[src/rtl/sram_byte_ctrl_if.sv]
// Request/response bundle between the I/D arbiter (master) and the byte-wide SRAM controller (slave).
interface sram_byte_ctrl_if;
  logic        mem_valid;
  logic [31:0] mem_addr;
  logic [31:0] mem_wdata;
  logic [3:0]  mem_wstrb;
  logic        mem_ready;
  logic [31:0] mem_rdata;

  modport master (
    output mem_valid, mem_addr, mem_wdata, mem_wstrb,
    input  mem_ready, mem_rdata
  );

  modport slave (
    input  mem_valid, mem_addr, mem_wdata, mem_wstrb,
    output mem_ready, mem_rdata
  );
endinterface

[src/rtl/sram_byte_ctrl.sv]
// Splits 32-bit requests into byte cycles on an async 8-bit SRAM with programmable strobe wait states.
// Define SRAM_TURNAROUND_EN to insert one deselected TURN cycle between consecutive lanes.
module sram_byte_ctrl #(
  parameter int WAIT_CYCLES = 1,
  parameter int ADDR_BITS   = 19
) (
  input  logic                 clock,
  input  logic                 reset,
  sram_byte_ctrl_if.slave      bus,
  output logic [ADDR_BITS-1:0] sram_addr,
  output logic [7:0]           sram_dq_o,
  input  logic [7:0]           sram_dq_i,
  output logic                 sram_dq_oe,
  output logic                 sram_ce_n,
  output logic                 sram_we_n,
  output logic                 sram_oe_n
);

  typedef enum logic [2:0] {IDLE, SETUP, STROBE, TURN, DONE} state_t;

  state_t                 state_reg, state_next;
  logic [1:0]             lane_reg;
  logic [3:0]             wait_reg;
  logic [ADDR_BITS-1:2]   addr_reg;
  logic [31:0]            wdata_reg;
  logic [3:0]             mask_reg;
  logic                   write_reg;
  logic [31:0]            rdata_reg;

  logic                   accept;
  logic [3:0]             req_mask;
  logic [1:0]             first_lane;
  logic                   has_next;
  logic [1:0]             next_lane;
  logic                   last_strobe;
  logic                   unused_addr_bits;

  assign unused_addr_bits = ^{bus.mem_addr[31:ADDR_BITS], bus.mem_addr[1:0]};

  assign accept      = bus.mem_valid && (state_reg == IDLE || state_reg == DONE);
  assign req_mask    = (bus.mem_wstrb == 4'b0000) ? 4'b1111 : bus.mem_wstrb;
  assign last_strobe = (state_reg == STROBE) && (wait_reg == 4'd0);

  // Lowest enabled lane of the incoming request.
  always_comb begin
    first_lane = 2'd0;
    for (int i = 3; i >= 0; i--) begin
      if (req_mask[i]) first_lane = 2'(i);
    end
  end

  // Next enabled lane above the current one; disabled lanes cost no cycles.
  always_comb begin
    has_next  = 1'b0;
    next_lane = 2'd0;
    for (int i = 0; i < 4; i++) begin
      if (mask_reg[i] && (i > int'(lane_reg)) && !has_next) begin
        has_next  = 1'b1;
        next_lane = 2'(i);
      end
    end
  end

  always_comb begin
    state_next = state_reg;
    case (state_reg)
      IDLE:   if (accept) state_next = SETUP;
      SETUP:  state_next = STROBE;
      STROBE: begin
        if (wait_reg == 4'd0) begin
          if (has_next) begin
`ifdef SRAM_TURNAROUND_EN
            state_next = TURN;
`else
            state_next = SETUP;
`endif
          end else begin
            state_next = DONE;
          end
        end
      end
      TURN:   state_next = SETUP;
      DONE:   state_next = accept ? SETUP : IDLE;
      default: state_next = IDLE;
    endcase
  end

  always_ff @(posedge clock) begin
    if (!reset) begin
      state_reg <= IDLE;
      lane_reg  <= 2'd0;
      wait_reg  <= 4'd0;
      addr_reg  <= '0;
      wdata_reg <= 32'd0;
      mask_reg  <= 4'd0;
      write_reg <= 1'b0;
      rdata_reg <= 32'd0;
    end else begin
      state_reg <= state_next;
      if (accept) begin
        addr_reg  <= bus.mem_addr[ADDR_BITS-1:2];
        wdata_reg <= bus.mem_wdata;
        mask_reg  <= req_mask;
        write_reg <= (bus.mem_wstrb != 4'b0000);
        lane_reg  <= first_lane;
        rdata_reg <= 32'd0;
      end
      if (state_reg == SETUP) begin
        wait_reg <= 4'(WAIT_CYCLES);
      end else if (state_reg == STROBE && wait_reg != 4'd0) begin
        wait_reg <= wait_reg - 4'd1;
      end
      if (last_strobe) begin
        if (!write_reg) rdata_reg[8*lane_reg +: 8] <= sram_dq_i;
        if (has_next) lane_reg <= next_lane;
      end
    end
  end

  assign sram_addr     = {addr_reg, lane_reg};
  assign sram_dq_o     = wdata_reg[8*lane_reg +: 8];
  assign sram_ce_n     = !(state_reg == SETUP || state_reg == STROBE);
  assign sram_we_n     = !(state_reg == STROBE && write_reg);
  assign sram_oe_n     = !(state_reg == STROBE && !write_reg);
  assign sram_dq_oe    = (state_reg == STROBE) && write_reg;
  assign bus.mem_ready = (state_reg == DONE);
  assign bus.mem_rdata = (state_reg == DONE && !write_reg) ? rdata_reg : 32'd0;

endmodule

[src/flat_wrapper.sv]
// flat-port wrapper written by rule: the top's interface ports become plain ports
module sram_byte_ctrl_flat 
#(
  parameter int WAIT_CYCLES = 1,
  parameter int ADDR_BITS   = 19
)
  (clock, reset, sram_addr, sram_dq_o, sram_dq_i, sram_dq_oe, sram_ce_n, sram_we_n, sram_oe_n, bus_mem_valid, bus_mem_addr, bus_mem_wdata, bus_mem_wstrb, bus_mem_ready, bus_mem_rdata);
  sram_byte_ctrl_if bus_i ();
  input  logic clock;
  input  logic reset;
  output logic [ADDR_BITS-1:0] sram_addr;
  output logic [7:0] sram_dq_o;
  input  logic [7:0] sram_dq_i;
  output logic sram_dq_oe;
  output logic sram_ce_n;
  output logic sram_we_n;
  output logic sram_oe_n;
  input wire logic [$bits(bus_i.mem_valid)-1:0] bus_mem_valid;
  input wire logic [$bits(bus_i.mem_addr)-1:0] bus_mem_addr;
  input wire logic [$bits(bus_i.mem_wdata)-1:0] bus_mem_wdata;
  input wire logic [$bits(bus_i.mem_wstrb)-1:0] bus_mem_wstrb;
  output wire logic [$bits(bus_i.mem_ready)-1:0] bus_mem_ready;
  output wire logic [$bits(bus_i.mem_rdata)-1:0] bus_mem_rdata;
  assign bus_i.mem_valid = bus_mem_valid;
  assign bus_i.mem_addr = bus_mem_addr;
  assign bus_i.mem_wdata = bus_mem_wdata;
  assign bus_i.mem_wstrb = bus_mem_wstrb;
  assign bus_mem_ready = bus_i.mem_ready;
  assign bus_mem_rdata = bus_i.mem_rdata;
  sram_byte_ctrl #(.WAIT_CYCLES(WAIT_CYCLES), .ADDR_BITS(ADDR_BITS)) u_core (.clock(clock), .reset(reset), .bus(bus_i), .sram_addr(sram_addr), .sram_dq_o(sram_dq_o), .sram_dq_i(sram_dq_i), .sram_dq_oe(sram_dq_oe), .sram_ce_n(sram_ce_n), .sram_we_n(sram_we_n), .sram_oe_n(sram_oe_n));
endmodule
[config.mk]
export PLATFORM = sky130hd
export DESIGN_NAME = sram_byte_ctrl_flat
export DESIGN_NICKNAME = d
export VERILOG_FILES = /design/src/rtl/sram_byte_ctrl_if.sv /design/src/rtl/sram_byte_ctrl.sv /design/src/flat_wrapper.sv
export SDC_FILE = /design/constraint.sdc
export NUM_CORES = 1
export LEC_CHECK = 0
export CAP_MARGIN = 20
export CORE_ASPECT_RATIO = 1.4
export CORE_MARGIN = 2
export CORE_UTILIZATION = 50
export DETAILED_ROUTE_END_ITERATION = 8
export HOLD_SLACK_MARGIN = 0.06
export PLACE_DENSITY = 0.91
export SLEW_MARGIN = 10
export SYNTH_ARGS = -nofsm -noshare
export SYNTH_HDL_FRONTEND = slang
export SYNTH_SLANG_ARGS = --single-unit
export TNS_END_PERCENT = 100
[constraint.sdc]
create_clock -name clock -period 4.5 [get_ports clock]
set_input_delay 1.35 -clock clock [delete_from_list [all_inputs] [get_ports clock]]
set_output_delay 1.35 -clock clock [all_outputs]
set_load 0.03 [all_outputs]
==> results by stage <==
Die:
- Measured along the x axis, the die boundary spans 83.7 um.
- The vertical die dimension is 116 um.
- In this run the core area contains 40 standard-cell rows.
- During I/O placement, the number of pins put on the boundary was roughly 140.
- The region available for standard cell placement spans 8610 um^2.
- The die covers 9660 um^2.
- The initial core utilization is 51.6%.

Clocking:
- The setup fix buffers added after clock tree synthesis is 0.
- The clock transition at the registers of the reported paths is 0.06 ns.
- The root buffer cell is sky130_fd_sc_hd__clkbuf_16.
- For this design, the CTS-stage hold fixing added 0 buffers.
- The buffer depth of the longest clock path is 2.
- Post-CTS repair changed the size of 0 cells.
- Counting the buffers created by CTS gives 9.
- For the worst-skew pair, the clock arrives at the later sink with an insertion delay of 0.34 ns.
- In this run the number of H-tree levels came out at 3.
- TritonCTS built the clock tree.
- Clock tree synthesis found a total of 94 sinks.

Job:
- Across the run, the number of max-cap violations was 0.

Pwr:
- The analysis attributes to cell leakage a power of 2.17 nW.
- The worst-case IR drop observed on VDD is around 0.00027 V.
- The total power divided by cell area is approximately 340 nW/um^2.

Global routing:
- The aggregate global routing overflow is 0.
- The first global-routing pass estimated 18500 um of wire.
- The initial antenna violation count came to 0.
- The number of global-route vias before repair was 3940.
- In the global route stage, overall resource usage came out at 23.6%.
- Entering global routing, the biggest net connects 55 pins.

Finish:
- The final design utilization is 69.2%.
- The share of cells above drive strength 1 is 6.86%.
- The number of antenna diodes in the final layout is 0.
- After the last flow step, the layout net total stands at 694.
- The synthesis-to-layout area growth is 34.2%.

Setup path:
- The sort of element at the end of the critical path is an output pin.
- In this design, the largest share of critical-path delay is due to simple AND/OR/NAND/NOR gates.
- Data on the critical path arrives at its endpoint at about 2.8 ns.
- The library cell contributing the largest single delay on the critical path is sky130_fd_sc_hd__clkdlybuf4s50_1.
- The critical path launch point type is a flop.
- The worst-path maximum fanout is 32.
- At the worst endpoint, the required time is 3.15 ns.
- The critical path buffer and inverter count is 1.
- Traced cell by cell, the critical path runs through nor3b_1 > and2b_1 > and2_1 > clkdlybuf4s50_1.
- The worst setup path is of the reg -> out kind.
- The biggest cell delay along the critical path is 0.68 ns.

Route:
- After detailed routing, the average wire length per cell comes to 15.6 um.
- For this block, the routed nets add up to 11200 um of wire.
- Before antenna repair, the detailed router went through 4 iterations.
- For this block, the initial DRC count from the detailed router was 206.
- The detailed router placed 3942 vias in this run.
- The count of unresolved DRC violations after routing is 0.
- In this run the remaining antenna-violating nets after routing total 0.
- Using the TritonRoute via totals, the vias-per-cell ratio works out to 5.50.

Timing:
- Final hold analysis gives a worst-case slack of 0.454 ns.
- The routed design could run at a clock period as short as 4.15 ns.
- Derived from the worst setup path, the maximum achievable clock frequency is 241 MHz.
- For the pin with the worst max-slew slack, the measured transition is about 0.92 ns.
- The final number of setup-violating endpoints is 0.
- Setup repair after global routing left no endpoint under its margin.
- The hold violation total from the final report was 0.
- The number of pins with negative max-slew slack in the final report is 0.
- The summed negative setup slack over all endpoints is 0 ns.
- The worst slew margin relative to its limit is 38.9%.
- The clock skew is 0.00559 ns.
- Dividing the final minimum period by the clock period gives 92.2%.

Synthesis:
- The async set-reset flop share out of synthesis is 0%.
- The synthesized area per cell is 8.81 um^2.
- Sorting the synthesized cells by area gives the leading types as sky130_fd_sc_hd__dfxtp_1 42%, sky130_fd_sc_hd__nand2_1 9.5%, sky130_fd_sc_hd__mux2i_1 7.2%.
- Counting distinct cell types in the post-synthesis netlist gives 45.
- The count of state elements after synthesis is 94.
- Of all cell types, the one taking the most synthesized area is sky130_fd_sc_hd__dfxtp_1.
- The share of synthesized area in the top cell type comes to 42.4%.
- Among all flip-flop cells after synthesis, the most frequent one is sky130_fd_sc_hd__dfxtp_1.
- Sequential elements use 42.4% of the synthesized area.
- The cell count after synthesis is 504.
- The number of enable flip-flop cells after synthesis is 0.
- The mapped cell area is 4440 um^2.
- The number of nets produced by synthesis is 591.
- During synthesis, Yosys emitted a total of 0 warnings.

Run status:
- The run finished with clean final reports.

Hold path:
- In this run the worst hold path is classified as reg -> reg.

Place:
- The final weighted congestion in routability-driven placement is approximately 0.81.
- The number of buffers inserted by port buffering is 127.
- The HPWL after detailed placement is roughly 8000 um.
[final timing paths]
| path | start | cells past startpoint | end | slack, ns |
|---|---|---|---|---|
| worst max-delay path | u_core.state_reg[2]$_SDFFE_PN0P_ | 4 | bus_mem_rdata[21] | 0.35 |
| worst min-delay path | u_core.wdata_reg[14]$_SDFFE_PN0P_ | 2 | u_core.wdata_reg[14]$_SDFFE_PN0P_ | 0.45 |
| worst max register to register | u_core.lane_reg[0]$_SDFF_PN0_ | 5 | u_core.rdata_reg[18]$_SDFF_PN0_ | 1.99 |
| worst min register to register | u_core.wdata_reg[14]$_SDFFE_PN0P_ | 2 | u_core.wdata_reg[14]$_SDFFE_PN0P_ | 0.45 |
[report_power, final]
part	internal, mW	switching [mW]
combinational	0.158	0.187
sequential	0.873	0.0369
clock	0.446	0.320
[worst register-to-register path: stages (launching register included)]
cell                      delay, ns
sky130_fd_sc_hd__dfxtp_1       0.92
sky130_fd_sc_hd__inv_1         0.24
sky130_fd_sc_hd__ha_1          0.36
sky130_fd_sc_hd__and3b_1       0.56
sky130_fd_sc_hd__nand3_1       0.18
sky130_fd_sc_hd__mux2i_1       0.17
[placed cells by master, fill, tap and decap left out, types with 2 or more instances in the layout]
master                            netlist  final
sky130_fd_sc_hd__nor3_1                 6      6
sky130_fd_sc_hd__nand3_1               49     49
sky130_fd_sc_hd__clkdlybuf4s50_1        0    127
sky130_fd_sc_hd__mux2i_1               32     32
sky130_fd_sc_hd__nor3b_1                2      2
sky130_fd_sc_hd__nor4bb_1               2      2
sky130_fd_sc_hd__mux4_2                 8      8
sky130_fd_sc_hd__a311oi_1               3      3
sky130_fd_sc_hd__nor2_1                 3      3
sky130_fd_sc_hd__nand2b_1               2      2
sky130_fd_sc_hd__o21ai_0                3      3
sky130_fd_sc_hd__buf_4                  5      5
sky130_fd_sc_hd__and4_1                 2      2
sky130_fd_sc_hd__o211ai_1               4      4
sky130_fd_sc_hd__clkinvlp_4             0      2
sky130_fd_sc_hd__ha_1                   8      8
sky130_fd_sc_hd__o221a_2                3      3
sky130_fd_sc_hd__and2_1                33     33
sky130_fd_sc_hd__nand3b_1               8      8
sky130_fd_sc_hd__and3b_1                2      2
sky130_fd_sc_hd__a21oi_1               53     53
sky130_fd_sc_hd__clkbuf_16              0      9
sky130_fd_sc_hd__nand2_1              112    112
sky130_fd_sc_hd__inv_1                  8      8
sky130_fd_sc_hd__and3_1                 3      3
sky130_fd_sc_hd__nor3b_4                2      3
sky130_fd_sc_hd__or3b_2                 1      2
sky130_fd_sc_hd__nor2b_1                5      5
sky130_fd_sc_hd__dfxtp_1               94     94
[routing by layer]
| metal | track usage [%] | share of wire, % | up-vias |
|---|---|---|---|
| li1 | - | - | 1934 |
| met1 | 26.2 | 39 | 1845 |
| met2 | 44.1 | 53 | 147 |
| met3 | 5.27 | 6.2 | 16 |
| met4 | 8.82 | 1.8 | 0 |
| met5 | 0 | 0 | - |
[synth_stat cells, types with 3 or more instances]
library cell and count:
sky130_fd_sc_hd__nor2_1 3, sky130_fd_sc_hd__buf_4 5, sky130_fd_sc_hd__a311oi_1 3, sky130_fd_sc_hd__o221a_2 3
sky130_fd_sc_hd__mux4_2 8, sky130_fd_sc_hd__and3_1 3, sky130_fd_sc_hd__ha_1 8, sky130_fd_sc_hd__nand3_1 49
sky130_fd_sc_hd__buf_6 8, sky130_fd_sc_hd__clkbuf_2 3, sky130_fd_sc_hd__nand2_1 112, sky130_fd_sc_hd__clkbuf_1 11
sky130_fd_sc_hd__nand3b_1 8, sky130_fd_sc_hd__and2_1 33, sky130_fd_sc_hd__o21ai_0 3, sky130_fd_sc_hd__inv_1 8
sky130_fd_sc_hd__dfxtp_1 94, sky130_fd_sc_hd__mux2i_1 32, sky130_fd_sc_hd__nor2b_1 5, sky130_fd_sc_hd__buf_2 11
sky130_fd_sc_hd__o211ai_1 4, sky130_fd_sc_hd__a21oi_1 53, sky130_fd_sc_hd__nor3_1 6, sky130_fd_sc_hd__buf_1 3
[layout make-up]
cell class	instances	area, um^2
clock buffers	11	243
well taps	105	131
inverters	9	33.8
multi-input cells	360	2280
flip-flops and latches	94	1880
fillers	637	2650
repair buffers	133	1330
clock inverters	5	58.8
[metrics by stage]
stage / power (mW) / setup slack (ns) / area, um^2 / std cells
after floorplan: 1.14 / 1.18 / 4440 / 504
final: 2.02 / 0.351 / 5960 / 717
after global routing: 2.10 / 0.153 / 5960 / 717
after detailed placement: 1.27 / 0.712 / 5660 / 701
after CTS: 2.03 / 0.331 / 5960 / 717
after global placement: 1.26 / 0.796 / 5660 / 701
[cells by family after synthesis]
family                     Yosys count  share of synthesized area [%]
DFF                                 94                           42.4
adders and majority gates            8                           2.25
buffers and inverters               50                           6.39
muxes                               40                           11.3
AOI/OAI and AO/OA                   72                           9.83
and+or+nand+nor                    240                           27.9
Note: power is estimated with default switching activity, not from simulation.
